File: src/rtl/mult_div_unit_if.sv
// Launch/result bundle between the control unit and the multiply/divide engine.
interface mult_div_unit_if #(
  parameter int unsigned WIDTH = 32
);
  logic             start;
  logic [1:0]       op;
  logic [WIDTH-1:0] a;
  logic [WIDTH-1:0] b;
  logic             busy;
  logic             done;
  logic [WIDTH-1:0] hi;
  logic [WIDTH-1:0] lo;
  logic             div_by_zero;

  modport master (output start, op, a, b, input busy, done, hi, lo, div_by_zero);
  modport slave  (input start, op, a, b, output busy, done, hi, lo, div_by_zero);
endinterface

File: src/rtl/mult_div_unit.sv
// Iterative radix-2 multiply/divide engine (signed/unsigned MULT and DIV) feeding HI/LO.
// Optional feature macro: MULT_DIV_EARLY_EXIT_EN (MULT leaves CALC once the
// remaining multiplier bits are all zero).
module mult_div_unit #(
  parameter int unsigned WIDTH = 32,
  parameter int unsigned CNT_W = 6
) (
  input  logic           clk,
  input  logic           reset,
  mult_div_unit_if.slave bus
);
  localparam int unsigned AW = 2 * WIDTH + 1;

  typedef enum logic [1:0] {S_IDLE, S_CALC, S_FIX, S_DONE} state_e;

  state_e           state_q, state_d;
  logic [AW-1:0]    acc_q, acc_d;
  logic [WIDTH-1:0] opb_q, opb_d;
  logic [CNT_W-1:0] cnt_q, cnt_d;
  logic             is_div_q, is_div_d;
  logic             neg_q, neg_d;
  logic             rem_neg_q, rem_neg_d;
  logic             busy_q, busy_d;
  logic             done_q, done_d;
  logic             dbz_q, dbz_d;
  logic [WIDTH-1:0] hi_q, hi_d;
  logic [WIDTH-1:0] lo_q, lo_d;

  logic             is_signed, is_div_op, sign_a, sign_b;
  logic [WIDTH-1:0] mag_a, mag_b;
  logic [WIDTH:0]   add_sum, trial, rem_next;
  logic             q_bit;
  logic [AW-1:0]    mul_step, div_step;
  logic [CNT_W-1:0] cnt_dec;
  logic [2*WIDTH-1:0] prod_fix;
  logic [WIDTH-1:0] quo_fix, rem_fix;

  // Operand decode for the accept cycle: signs and exact magnitudes
  always_comb begin
    is_signed = ~bus.op[0];
    is_div_op = bus.op[1];
    sign_a    = is_signed & bus.a[WIDTH-1];
    sign_b    = is_signed & bus.b[WIDTH-1];
    mag_a     = sign_a ? WIDTH'(-{1'b1, bus.a}) : bus.a;
    mag_b     = sign_b ? WIDTH'(-{1'b1, bus.b}) : bus.b;
  end

  // One radix-2 step: shift-add for MULT, restoring shift-subtract for DIV
  always_comb begin
    add_sum  = {1'b0, acc_q[2*WIDTH-1:WIDTH]} + {1'b0, opb_q};
    mul_step = acc_q[0] ? ({add_sum, acc_q[WIDTH-1:0]} >> 1) : (acc_q >> 1);
    trial    = {acc_q[2*WIDTH-1:WIDTH], acc_q[WIDTH-1]};
    q_bit    = (trial >= {1'b0, opb_q});
    rem_next = q_bit ? (trial - {1'b0, opb_q}) : trial;
    div_step = {rem_next, acc_q[WIDTH-2:0], q_bit};
    cnt_dec  = cnt_q - CNT_W'(1);
  end

  // Sign correction applied in FIX
  always_comb begin
    prod_fix = neg_q ? (-acc_q[2*WIDTH-1:0]) : acc_q[2*WIDTH-1:0];
    quo_fix  = neg_q ? (-acc_q[WIDTH-1:0]) : acc_q[WIDTH-1:0];
    rem_fix  = rem_neg_q ? (-acc_q[2*WIDTH-1:WIDTH]) : acc_q[2*WIDTH-1:WIDTH];
  end

`ifdef MULT_DIV_EARLY_EXIT_EN
  logic [WIDTH-1:0] live_mask;
  logic             mul_idle;

  // Multiplier bits still to be consumed sit in the low cnt_dec positions
  always_comb begin
    live_mask = (WIDTH'(1) << cnt_dec) - WIDTH'(1);
    mul_idle  = ~is_div_q & ((mul_step[WIDTH-1:0] & live_mask) == '0);
  end
`endif

  // Next-state and datapath control
  always_comb begin
    state_d   = state_q;
    acc_d     = acc_q;
    opb_d     = opb_q;
    cnt_d     = cnt_q;
    is_div_d  = is_div_q;
    neg_d     = neg_q;
    rem_neg_d = rem_neg_q;
    hi_d      = hi_q;
    lo_d      = lo_q;
    dbz_d     = dbz_q;
    busy_d    = 1'b0;
    done_d    = 1'b0;

    unique case (state_q)
      S_CALC: begin
        cnt_d = cnt_dec;
        acc_d = is_div_q ? div_step : mul_step;
        if (cnt_dec == '0) state_d = S_FIX;
`ifdef MULT_DIV_EARLY_EXIT_EN
        if (mul_idle) begin
          acc_d   = mul_step >> cnt_dec;
          state_d = S_FIX;
        end
`endif
      end
      S_FIX: begin
        state_d = S_DONE;
        if (is_div_q) begin
          hi_d = rem_fix;
          lo_d = quo_fix;
        end else begin
          hi_d = prod_fix[2*WIDTH-1:WIDTH];
          lo_d = prod_fix[WIDTH-1:0];
        end
      end
      default: begin
        state_d = S_IDLE;
        if (bus.start) begin
          dbz_d = is_div_op & (bus.b == '0);
          if (is_div_op && (bus.b == '0)) begin
            state_d = S_DONE;
          end else begin
            state_d   = S_CALC;
            cnt_d     = CNT_W'(WIDTH);
            is_div_d  = is_div_op;
            neg_d     = sign_a ^ sign_b;
            rem_neg_d = is_div_op & sign_a;
            acc_d     = {{(WIDTH + 1){1'b0}}, (is_div_op ? mag_a : mag_b)};
            opb_d     = is_div_op ? mag_b : mag_a;
          end
        end
      end
    endcase

    busy_d = (state_d == S_CALC) || (state_d == S_FIX);
    done_d = (state_d == S_DONE);
  end

  // State and output registers
  always_ff @(posedge clk or negedge reset) begin
    if (!reset) begin
      state_q   <= S_IDLE;
      acc_q     <= '0;
      opb_q     <= '0;
      cnt_q     <= '0;
      is_div_q  <= 1'b0;
      neg_q     <= 1'b0;
      rem_neg_q <= 1'b0;
      busy_q    <= 1'b0;
      done_q    <= 1'b0;
      dbz_q     <= 1'b0;
      hi_q      <= '0;
      lo_q      <= '0;
    end else begin
      state_q   <= state_d;
      acc_q     <= acc_d;
      opb_q     <= opb_d;
      cnt_q     <= cnt_d;
      is_div_q  <= is_div_d;
      neg_q     <= neg_d;
      rem_neg_q <= rem_neg_d;
      busy_q    <= busy_d;
      done_q    <= done_d;
      dbz_q     <= dbz_d;
      hi_q      <= hi_d;
      lo_q      <= lo_d;
    end
  end

  assign bus.busy        = busy_q;
  assign bus.done        = done_q;
  assign bus.div_by_zero = dbz_q;
  assign bus.hi          = hi_q;
  assign bus.lo          = lo_q;

endmodule

File: src/flat_wrapper.sv
// flat-port wrapper written by rule: the top's interface ports become plain ports
module mult_div_unit_flat 
#(
  parameter int unsigned WIDTH = 32,
  parameter int unsigned CNT_W = 6
)
  (clk, reset, bus_start, bus_op, bus_a, bus_b, bus_busy, bus_done, bus_hi, bus_lo, bus_div_by_zero);
  mult_div_unit_if #(.WIDTH(WIDTH)) bus_i ();
  input  logic clk;
  input  logic reset;
  input wire logic [$bits(bus_i.start)-1:0] bus_start;
  input wire logic [$bits(bus_i.op)-1:0] bus_op;
  input wire logic [$bits(bus_i.a)-1:0] bus_a;
  input wire logic [$bits(bus_i.b)-1:0] bus_b;
  output wire logic [$bits(bus_i.busy)-1:0] bus_busy;
  output wire logic [$bits(bus_i.done)-1:0] bus_done;
  output wire logic [$bits(bus_i.hi)-1:0] bus_hi;
  output wire logic [$bits(bus_i.lo)-1:0] bus_lo;
  output wire logic [$bits(bus_i.div_by_zero)-1:0] bus_div_by_zero;
  assign bus_i.start = bus_start;
  assign bus_i.op = bus_op;
  assign bus_i.a = bus_a;
  assign bus_i.b = bus_b;
  assign bus_busy = bus_i.busy;
  assign bus_done = bus_i.done;
  assign bus_hi = bus_i.hi;
  assign bus_lo = bus_i.lo;
  assign bus_div_by_zero = bus_i.div_by_zero;
  mult_div_unit #(.WIDTH(WIDTH), .CNT_W(CNT_W)) u_core (.clk(clk), .reset(reset), .bus(bus_i));
endmodule
File: config.mk
export PLATFORM = sky130hd
export DESIGN_NAME = mult_div_unit_flat
export DESIGN_NICKNAME = d
export VERILOG_FILES = /design/src/rtl/mult_div_unit_if.sv /design/src/rtl/mult_div_unit.sv /design/src/flat_wrapper.sv
export SDC_FILE = /design/constraint.sdc
export NUM_CORES = 1
export LEC_CHECK = 0
export CAP_MARGIN = 10
export CORE_MARGIN = 2
export CORE_UTILIZATION = 50
export CTS_CLUSTER_SIZE = 40
export DETAILED_ROUTE_END_ITERATION = 8
export PLACE_DENSITY_LB_ADDON = 0.3
export RECOVER_POWER = 25
export SETUP_SLACK_MARGIN = 0.5
export SYNTH_ARGS = -nofsm -noshare
export SYNTH_HDL_FRONTEND = slang
export SYNTH_SLANG_ARGS = --single-unit
File: constraint.sdc
create_clock -name clk -period 10.09 [get_ports clk]
set_input_delay 1.009 -clock clk [delete_from_list [all_inputs] [get_ports clk]]
set_output_delay 1.009 -clock clk [all_outputs]
set_load 0.01 [all_outputs]
==> results.md <==
- Max_cap viols: 3
- Synth Area in Adders: 6.30%
- Crit-path cells: clkbuf_1, buf_4, buf_4
- Fillers: 2,759
- Fraction of synthesized area in multiplexers: 5.87%
- Synth cell types: 78
- Avg Cell Area, Syn: 7.93 µm²
- Cells after Synth: 1,910
- Commonest non-fill, non-tap cell in the layout: a21oi_1
- Final min period: 4.72 ns
- Final Cell Area: 17,200 µm²
- Drt via density: 6.29
- Number of synthesized flops with an enable pin: 0
- Row count: 63
- Arrival time worst endpoint: 5.22 ns
- Compound-cell area share of the yosys netlist: 25.5%
- Syn Nets: 2,054
- WHS: 0.502 ns
- Port bufs: 135
- Most frequent cells in the layout: 222 x a21oi_1, 193 x nor2_1, 177 x nand2_1, 174 x dfrtp_1, 146 x o21ai_0
- Failing checks: capacitance limit, slew limit
- GRT Total Usage: 31.4%
- Area of the multi-input gates: 10,100 µm²
- Final setup viols: 0
- ANT cells: 0
- Non-Filler Instances: 2,360
- CP Capture Type: async pin
- Power Density: 357 nW/µm²
- Clock-pin slew on the worst setup and hold paths: 0.07 ns
- Initial DRC count: 1,730
- Sum Neg Setup Slack: 0 ns
- FF+latch area: 4380 µm²
- CORE AREA: 29,700 µm²
- Initial core utilization: 50.9%
- Largest family of logic cells by synthesized area: compound AO/OA/AOI/OAI gates
- Post-Place Worst Slack: 5.37 ns
- Most used cell, CP: buf_4
- Async set or reset register ratio after synthesis: 100%
- Routed vias: 14,800
- Vias in the first global route: 13,900
- Number of synthesis warnings: 0
- Top delay family on crit path: buffers and inverters
- Setup slack after layout: 5.37 ns
- # IOs: 136
- Status: complete, but fails checks
- Layout area overhead: 13.8%
- Sequential share of the synthesized area: 28.9%
- Final WL: 49,000 µm
- Leakage power total: 7.21 nW
- CTS resizes: 0
- Drt wl/cell: 20.8 µm
- Detailed-route DRC error count: 0
- Simple-gate share of the synthesized area: 18.7%
- Post-Synth XOR/XNOR Area: 10.1%
- Global-route wire length before repair: 77,100 µm
- Mapped cell area: 15,100 µm²
- Slew margin rel.: -189%
- Crit share post-route: 46.8%
- Placed Cells: 2,328
- Skew-Pair Late Insertion Delay: 0.45 ns
- # clock sinks: 175
- Root Buffer: clkbuf_16
- Total chip power: 6.16 mW
- Worst Skew: 0.0143 ns
- Drt first pass iters: 6
- Hold Path Class: reg -> reg
- Slew @ Worst Pin: 4.34 ns
- Setup Fix Bufs, Post-CTS: 0
- Worst Path Max Fanout: 70
- WS Path Type: in -> async
- Worst Path Required: 10.59 ns
- Fmax: 212 MHz
- Max Slew Vio Count: 250
- Die Height: 178 µm
- Critical path startpoint category: primary input
- WP buf/inv: 3
- Ratio of cells with drive above 1 in the final layout: 6.14%
- Synthesis-stage register bit count: 175
- Slowest Stage Delay on Critical Path: 2.46 ns
- Grt ovf: 0
- Largest net degree at the start of global routing: 116
- Nets: 2,101
- Final hold vios: 0
- Final antenna-violating net count: 0
- Ys flop type: dfrtp_1
- Routability Congestion: 0.985
- TritonCTS clock tree: built
- VDD IR max: 0.000168 V
- Cts hold-fix bufs: 0
- Initial antenna violation count: 0
- Unrepaired setup endpoints after global routing: no
- Die W: 178 µm
- Cell Area, Placed: 16,600 µm²
- CTS Buffer Depth: 2
- CTS buffer count: 17
- DIE AREA: 31,700 µm²
- Core Util, Final: 58.0%
- Max stage delay cell, worst path: clkbuf_1
- Hpwl dp: 37,000 µm
- CTS H-tree depth: 4
==> power breakdown <==
| part | internal [mW] | switching, mW | leakage [nW] |
|---|---|---|---|
| clock | 0.385 | 0.312 | 0.292 |
| sequential | 1.02 | 0.469 | 2.14 |
| combinational | 1.66 | 2.31 | 4.77 |
==> path summary, 6_finish.rpt <==
kind	from	end	slack [ns]	depth (start not counted)
min reg2reg	u_core.acc_q[64]$_DFFE_PN0P_	u_core.acc_q[64]$_DFFE_PN0P_	0.50	2
max	reset	u_core.is_div_q$_DFFE_PN0P_	5.37	3
min in group asynchronous	reset	u_core.bus.lo[18]$_DFFE_PN0N_	1.77	1
max reg2reg	u_core.state_q[1]$_DFF_PN0_	u_core.acc_q[59]$_DFFE_PN0P_	5.49	10
min	u_core.acc_q[64]$_DFFE_PN0P_	u_core.acc_q[64]$_DFFE_PN0P_	0.50	2
max in group clk	u_core.state_q[1]$_DFF_PN0_	u_core.acc_q[59]$_DFFE_PN0P_	5.49	10
==> sequential cells by signal (all words and copies together), names as in the netlist <==
name / cells
u_core.state_q: 2
u_core.bus.busy: 1
u_core.bus.hi: 32
u_core.cnt_q: 6
u_core.opb_q: 32
u_core.bus.lo: 32
u_core.rem_neg_q: 1
u_core.neg_q: 1
u_core.bus.done: 1
u_core.is_div_q: 1
u_core.acc_q: 65
u_core.bus.div_by_zero: 1
==> layout make-up <==
cell class / count / share of cell area, %
multi-input cells: 1549 / 58.4
flip-flops and latches: 175 / 25.4
repair buffers: 149 / 8.36
well taps: 390 / 2.83
clock buffers: 20 / 2.65
inverters: 65 / 1.42
clock inverters: 12 / 0.879
==> synth_stat cells (4+ instances only) <==
cell type	number	share of area (%)
xor2_1	86	5.0
mux2i_1	31	2.0
nor4_1	13	0.54
a21oi_1	223	7.4
nand2_1	177	4.4
or3_1	17	0.70
buf_1	14	0.35
nor3b_1	4	0.20
a21o_1	29	1.4
o221ai_1	4	0.23
inv_1	62	1.5
o22ai_1	6	0.25
o211ai_1	27	1.3
a41oi_1	4	0.23
and3_1	9	0.37
nand2b_1	22	0.91
o21ai_1	4	0.13
or4_1	18	0.89
o21ai_0	146	4.8
o21a_1	5	0.25
a211o_1	5	0.29
and2_1	9	0.37
nand3b_1	5	0.25
nor3_1	36	1.2
a22o_1	7	0.40
o21bai_1	11	0.55
dfrtp_1	175	29
mux2_2	50	3.7
nor2_1	193	4.8
nand4_1	17	0.70
a31oi_1	19	0.79
clkbuf_1	99	2.5
a32o_1	17	1.1
a211oi_1	42	2.1
nor2b_1	13	0.54
o41ai_1	12	0.69
nand3_1	33	1.1
or2_2	8	0.33
o31ai_1	31	1.5
ha_1	73	6.0
xnor2_1	88	5.1
buf_2	6	0.20
==> worst reg2reg max path, delay by kind of cell (launching register included) <==
family | cells | cell delay (ns)
buf+inv | 3 | 2.71
simple gates | 4 | 1.00
flops | 1 | 0.38
compound gates | 2 | 0.23
fa+ha+maj | 1 | 0.18
==> layer usage <==
metal  share of wire [%]  global-route usage, %  up-vias
li1                    -                      -     7015
met1                  44                   43.6     7024
met2                  44                   49.1      676
met3                 7.6                   4.20      125
met4                 4.3                   13.7        0
met5                   0                      0        -
==> cell families after synthesis <==
family	after synthesis
AO/OA/AOI/OAI	625
AND/OR/NAND/NOR	593
multiplexers	82
adder cells (fa/ha/maj)	75
buffers and inverters	186
flip-flops	175
XOR/XNOR	174
Note: power is estimated with default switching activity, not from simulation.
